===== src/rtl/matrix_scan_controller.sv =====
// Purpose: scans a 5-column LED matrix (one-hot col, per-column row data, blanking + dwell per column)
//          from a 3-pattern mirrored image; new images are double-buffered and swapped at frame start.
// Latency: a transfer accepted in frame N is displayed from frame N+1 (N+2 if frame N was still draining).
// Backpressure: load_ready = pending buffer empty; a held load_valid waits until the next frame boundary frees it.
// Ports: clock/reset (async active-low), enable (0 blanks and parks the scan), pattern_in/load_valid/load_ready
//        (image load handshake), col (one-hot column), row (row data for driven column), frame_start (1-cycle pulse).
module matrix_scan_controller #(
  parameter int ROWS  = 7,
  parameter int DWELL = 1000,
  parameter int BLANK = 16
) (
  input  logic                clock,
  input  logic                reset,
  input  logic                enable,
  input  logic [3*ROWS-1:0]   pattern_in,
  input  logic                load_valid,
  output logic                load_ready,
  output logic [4:0]          col,
  output logic [ROWS-1:0]     row,
  output logic                frame_start
);

  localparam int MAXC = (DWELL > BLANK) ? DWELL : BLANK;
  localparam int CW   = $clog2(MAXC + 1);
  localparam logic [CW-1:0] DWELL_LAST = CW'(DWELL - 1);
  // Unreachable when BLANK=0 (blank state is never entered); kept in range anyway.
  localparam logic [CW-1:0] BLANK_LAST = CW'((BLANK > 0) ? BLANK - 1 : 0);

  typedef enum logic [1:0] {
    S_IDLE  = 2'd0,
    S_BLANK = 2'd1,
    S_DRIVE = 2'd2
  } state_t;

  // Every column slot opens with blanking unless blanking is disabled.
  localparam state_t SLOT_FIRST = (BLANK > 0) ? S_BLANK : S_DRIVE;

  state_t            state, state_nx;
  logic [2:0]        idx, idx_nx;
  logic [CW-1:0]     cnt, cnt_nx;
  logic              boundary;
  logic [3*ROWS-1:0] active;
  logic [3*ROWS-1:0] pending;
  logic              pending_full;

  assign load_ready = !pending_full;

  // Next-state: enable=0 overrides everything and parks the scan at column 4.
  always_comb begin
    state_nx = state;
    idx_nx   = idx;
    cnt_nx   = cnt + 1'b1;
    boundary = 1'b0;
    if (!enable) begin
      state_nx = S_IDLE;
      idx_nx   = 3'd4;
      cnt_nx   = '0;
    end else begin
      case (state)
        S_IDLE: begin
          state_nx = SLOT_FIRST;
          idx_nx   = 3'd4;
          cnt_nx   = '0;
          boundary = 1'b1;
        end
        S_BLANK: begin
          if (cnt == BLANK_LAST) begin
            state_nx = S_DRIVE;
            cnt_nx   = '0;
          end
        end
        S_DRIVE: begin
          if (cnt == DWELL_LAST) begin
            state_nx = SLOT_FIRST;
            cnt_nx   = '0;
            if (idx == 3'd0) begin
              idx_nx   = 3'd4;
              boundary = 1'b1;
            end else begin
              idx_nx = idx - 3'd1;
            end
          end
        end
        default: begin
          state_nx = S_IDLE;
          idx_nx   = 3'd4;
          cnt_nx   = '0;
        end
      endcase
    end
  end

  always_ff @(posedge clock or negedge reset) begin
    if (!reset) begin
      state        <= S_IDLE;
      idx          <= 3'd4;
      cnt          <= '0;
      frame_start  <= 1'b0;
      active       <= '0;
      pending      <= '0;
      pending_full <= 1'b0;
    end else begin
      state       <= state_nx;
      idx         <= idx_nx;
      cnt         <= cnt_nx;
      frame_start <= boundary;
      // Swap and accept are mutually exclusive: accept needs pending empty,
      // swap needs it full. A load on a boundary edge with pending empty
      // therefore lands in pending and waits for the following frame.
      if (boundary && pending_full) begin
        active       <= pending;
        pending_full <= 1'b0;
      end
      if (load_valid && !pending_full) begin
        pending      <= pattern_in;
        pending_full <= 1'b1;
      end
    end
  end

  // Output decode from registered state: at most one column bit, and row
  // data only while a column is actually driven.
  always_comb begin
    col = '0;
    row = '0;
    if (state == S_DRIVE) begin
      case (idx)
        3'd4: begin col = 5'b10000; row = active[ROWS-1:0];        end
        3'd3: begin col = 5'b01000; row = active[2*ROWS-1:ROWS];   end
        3'd2: begin col = 5'b00100; row = active[3*ROWS-1:2*ROWS]; end
        3'd1: begin col = 5'b00010; row = active[2*ROWS-1:ROWS];   end
        3'd0: begin col = 5'b00001; row = active[ROWS-1:0];        end
        default: begin col = '0; row = '0; end
      endcase
    end
  end

endmodule


===== config.mk =====
export PLATFORM = sky130hd
export DESIGN_NAME = matrix_scan_controller
export DESIGN_NICKNAME = d
export VERILOG_FILES = /design/src/rtl/matrix_scan_controller.sv
export SDC_FILE = /design/constraint.sdc
export NUM_CORES = 1
export LEC_CHECK = 0
export ABC_AREA = 1
export CAP_MARGIN = 25
export CORE_ASPECT_RATIO = 1.2
export CORE_UTILIZATION = 30
export DETAILED_ROUTE_END_ITERATION = 8
export PLACE_DENSITY_LB_ADDON = 0.3
export SETUP_SLACK_MARGIN = 0.3
export SLEW_MARGIN = 10
export SYNTH_ARGS = -nofsm -noshare
export SYNTH_HDL_FRONTEND = slang
export SYNTH_SLANG_ARGS = --single-unit

===== constraint.sdc =====
create_clock -name clock -period 2.25 [get_ports clock]
set_input_delay 0.45 -clock clock [delete_from_list [all_inputs] [get_ports clock]]
set_output_delay 0.45 -clock clock [all_outputs]
set_load 0.01 [all_outputs]

==> run metrics <==
VDD IR max=525 µV; HP Class=input pin to asynchronous set/reset pin; clk_skew=9.08 ps; Die Span Y=107 µm; Lkg Pwr=1.63 nW; Post-synth ARST share=100%; WS Path Type=flip-flop to output pin; GRT Total Usage=14.1%; DR vias=2179; part of the Yosys area used for sequential elements=53.5%; I/O Buffers=38; Critical Path Sink Type=output pin; largest net degree at the start of global routing=36; period utilization=86.4%; non-filler instance count after layout=470; RSZ-0062 raised after global routing=yes; CP Buf/Inv Count=3; Worst EP required=1800 ps; Worst R2R End=active[12]; Initial Util=30.7%; Final Max Slew Viols=0; ys flop type=dfrtp_1; most used cell, CP=buf_6; synth unique cells=28; drt total wl=6.14 mm; die footprint=9590 µm²; GR Overflow Total=0; initial antenna violation count=0; CP cell instances=nor2_4 > buf_6 > buf_6 > nand2_2 > a31oi_1 > buf_2; CP peak stage delay=440 ps; share of the synthesized area in the top cell type=52.6%; actual slew at the worst max-slew pin=604 ps; Reg2Reg Setup Slack=460 ps; drt pass-1 iters=4; H-tree Lvls=3; fill count=897; yosys warns=0; Synth area leaders=dfrtp_1 53%, nand2_1 12%, mux2_2 8.6%, nand4_1 5.0%, nor2_1 2.9%; GPL Wtd Cong=0.740; cell accounting for the most synthesized area=dfrtp_1; nets=376; Detailed Route Iter0 Violations=72; EDFF count, synth=0; RR Startpoint=state[0]; Area growth syn-to-layout=30.3%; share of cells above drive strength 1=26.3%; Worst-path clk slew=70 ps; Post-Syn Nets=320; post-DP HPWL=4.20 mm; vias in the first global route=2129; Hold Violations, Final=0; Final setup violation count=0; crit path launch type=flip-flop; core box area=8990 µm²; Placed Cells incl. Taps=445; count of state elements after synthesis=59; CP max-delay cell=dfrtp_2; Final Critical Period=1940 ps; most frequent cell after synthesis=nand2_1; DR vias/cell=4.64; Site Rows=38; DRT antenna net count=0; Commonest cells post-synth=90 x nand2_1, 58 x dfrtp_1, 22 x nand4_1; TritonCTS clock tree=yes; maximum capacitance violations=0; TritonCTS Sinks=59; status=finished, final reports clean; global-route wire length before repair=10.1 mm; setup TNS=0 ps; Mapped Area=2760 µm²; hold buffers post-CTS=0; Slew headroom=59.7%; # IOs=39; Syn Area/Cell=9.52 µm²; ANT cells=0; Clock Root Buffer=clkbuf_8; Synth Instances=290; Bufs on Longest Clock Path=2; fmax=514 MHz; cell family with most CP delay=flip-flops; Die W=89.6 µm; WL per Instance=13.1 µm; Worst-Skew Late Latency=340 ps; crit path launch=idx[1]; CP arrival=1490 ps; Crit Path Max Fanout=5; Reg2Reg Depth=10; DRC=0; P per Cell Area=1170 nW/µm²; cts bufs inserted=9
## worst max-delay path by stage
stage / endpoint / cells after the start
floorplan: col[3] / 5
global placement: row[3] / 6
detailed placement: row[3] / 6
CTS: col[3] / 6
global route: row[1] / 6
finish: row[1] / 6
## area by class of cell
type                            instances  area (µm²)  share of cell area, %
Sequential cell                        59        1480                   41.1
Clock buffer                           11         151                   4.21
Timing Repair Buffer                   57         489                   13.6
Inverter                               15        61.3                   1.70
Tap cell                              120         150                   4.17
Multi-Input combinational cell        204        1240                   34.4
Clock inverter                          4        26.3                  0.730
## sequential cells by signal (all words and copies together) (netlist names)
register	cells
active	21
pending	21
pending_full	1
idx	3
frame_start	1
cnt	10
state	2
## layout by cell type (no fill, tap or decap), types with 3 or more instances in the layout
| cell type | synthesis | routed |
|---|---|---|
| a21oi_1 | 3 | 3 |
| a31oi_1 | 7 | 6 |
| buf_2 | 2 | 13 |
| buf_4 | 4 | 13 |
| buf_6 | 2 | 5 |
| clkbuf_8 | 0 | 11 |
| clkdlybuf4s50_1 | 0 | 25 |
| dfrtp_1 | 58 | 56 |
| ha_1 | 5 | 4 |
| inv_1 | 14 | 10 |
| inv_2 | 1 | 3 |
| mux2_2 | 21 | 21 |
| nand2_1 | 90 | 89 |
| nand3_1 | 9 | 8 |
| nand3_4 | 1 | 3 |
| nand4_1 | 22 | 22 |
| nor2_1 | 21 | 19 |
| o21ai_0 | 7 | 7 |
| xor2_1 | 6 | 6 |
## report_power, final
group	internal, W	total, W	switching [W]
Combinational	0.000717	0.00159	0.000870
Clock	0.000451	0.000872	0.000421
Sequential	0.00150	0.00176	0.000260
Total	0.00266	0.00421	0.00155
## per-stage QoR
stage	hold slack [ps]	total power [W]	util, %	setup slack (ps)	cell area [µm²]
6_report	114	0.00421	40.0	306	3600
2_1_floorplan	154	0.00270	-	528	2760
4_1_cts	138	0.00413	38.9	279	3500
3_5_place_dp	455	0.00317	36.6	114	3290
3_3_place_gp	444	0.00313	36.6	154	3290
5_1_grt	169	0.00453	40.0	209	3600
## repair_timing
action | CTS | global route
buffers inserted | 6 | 2
endpoints found under the setup margin | 34 | 34
pin swaps | 3 | 6
cloned | 1 | 1
gates resized for setup | 65 | 16
## layer usage
metal | share of wire [%] | global-route usage (%)
met5 | 0 | 0
met3 | 3.1 | 2.85
met2 | 50 | 22.2
met4 | 1.8 | 7.14
met1 | 45 | 18.0
## cells by family after synthesis
group / synth area share [%]
AO/OA/AOI/OAI: 3.67
XOR/XNOR: 2.22
adder cells (fa/ha/maj): 2.27
buffers and inverters: 4.98
flip-flops: 53.5
multiplexers: 8.56
AND/OR/NAND/NOR: 24.8
Note: power is estimated with default switching activity, not from simulation.
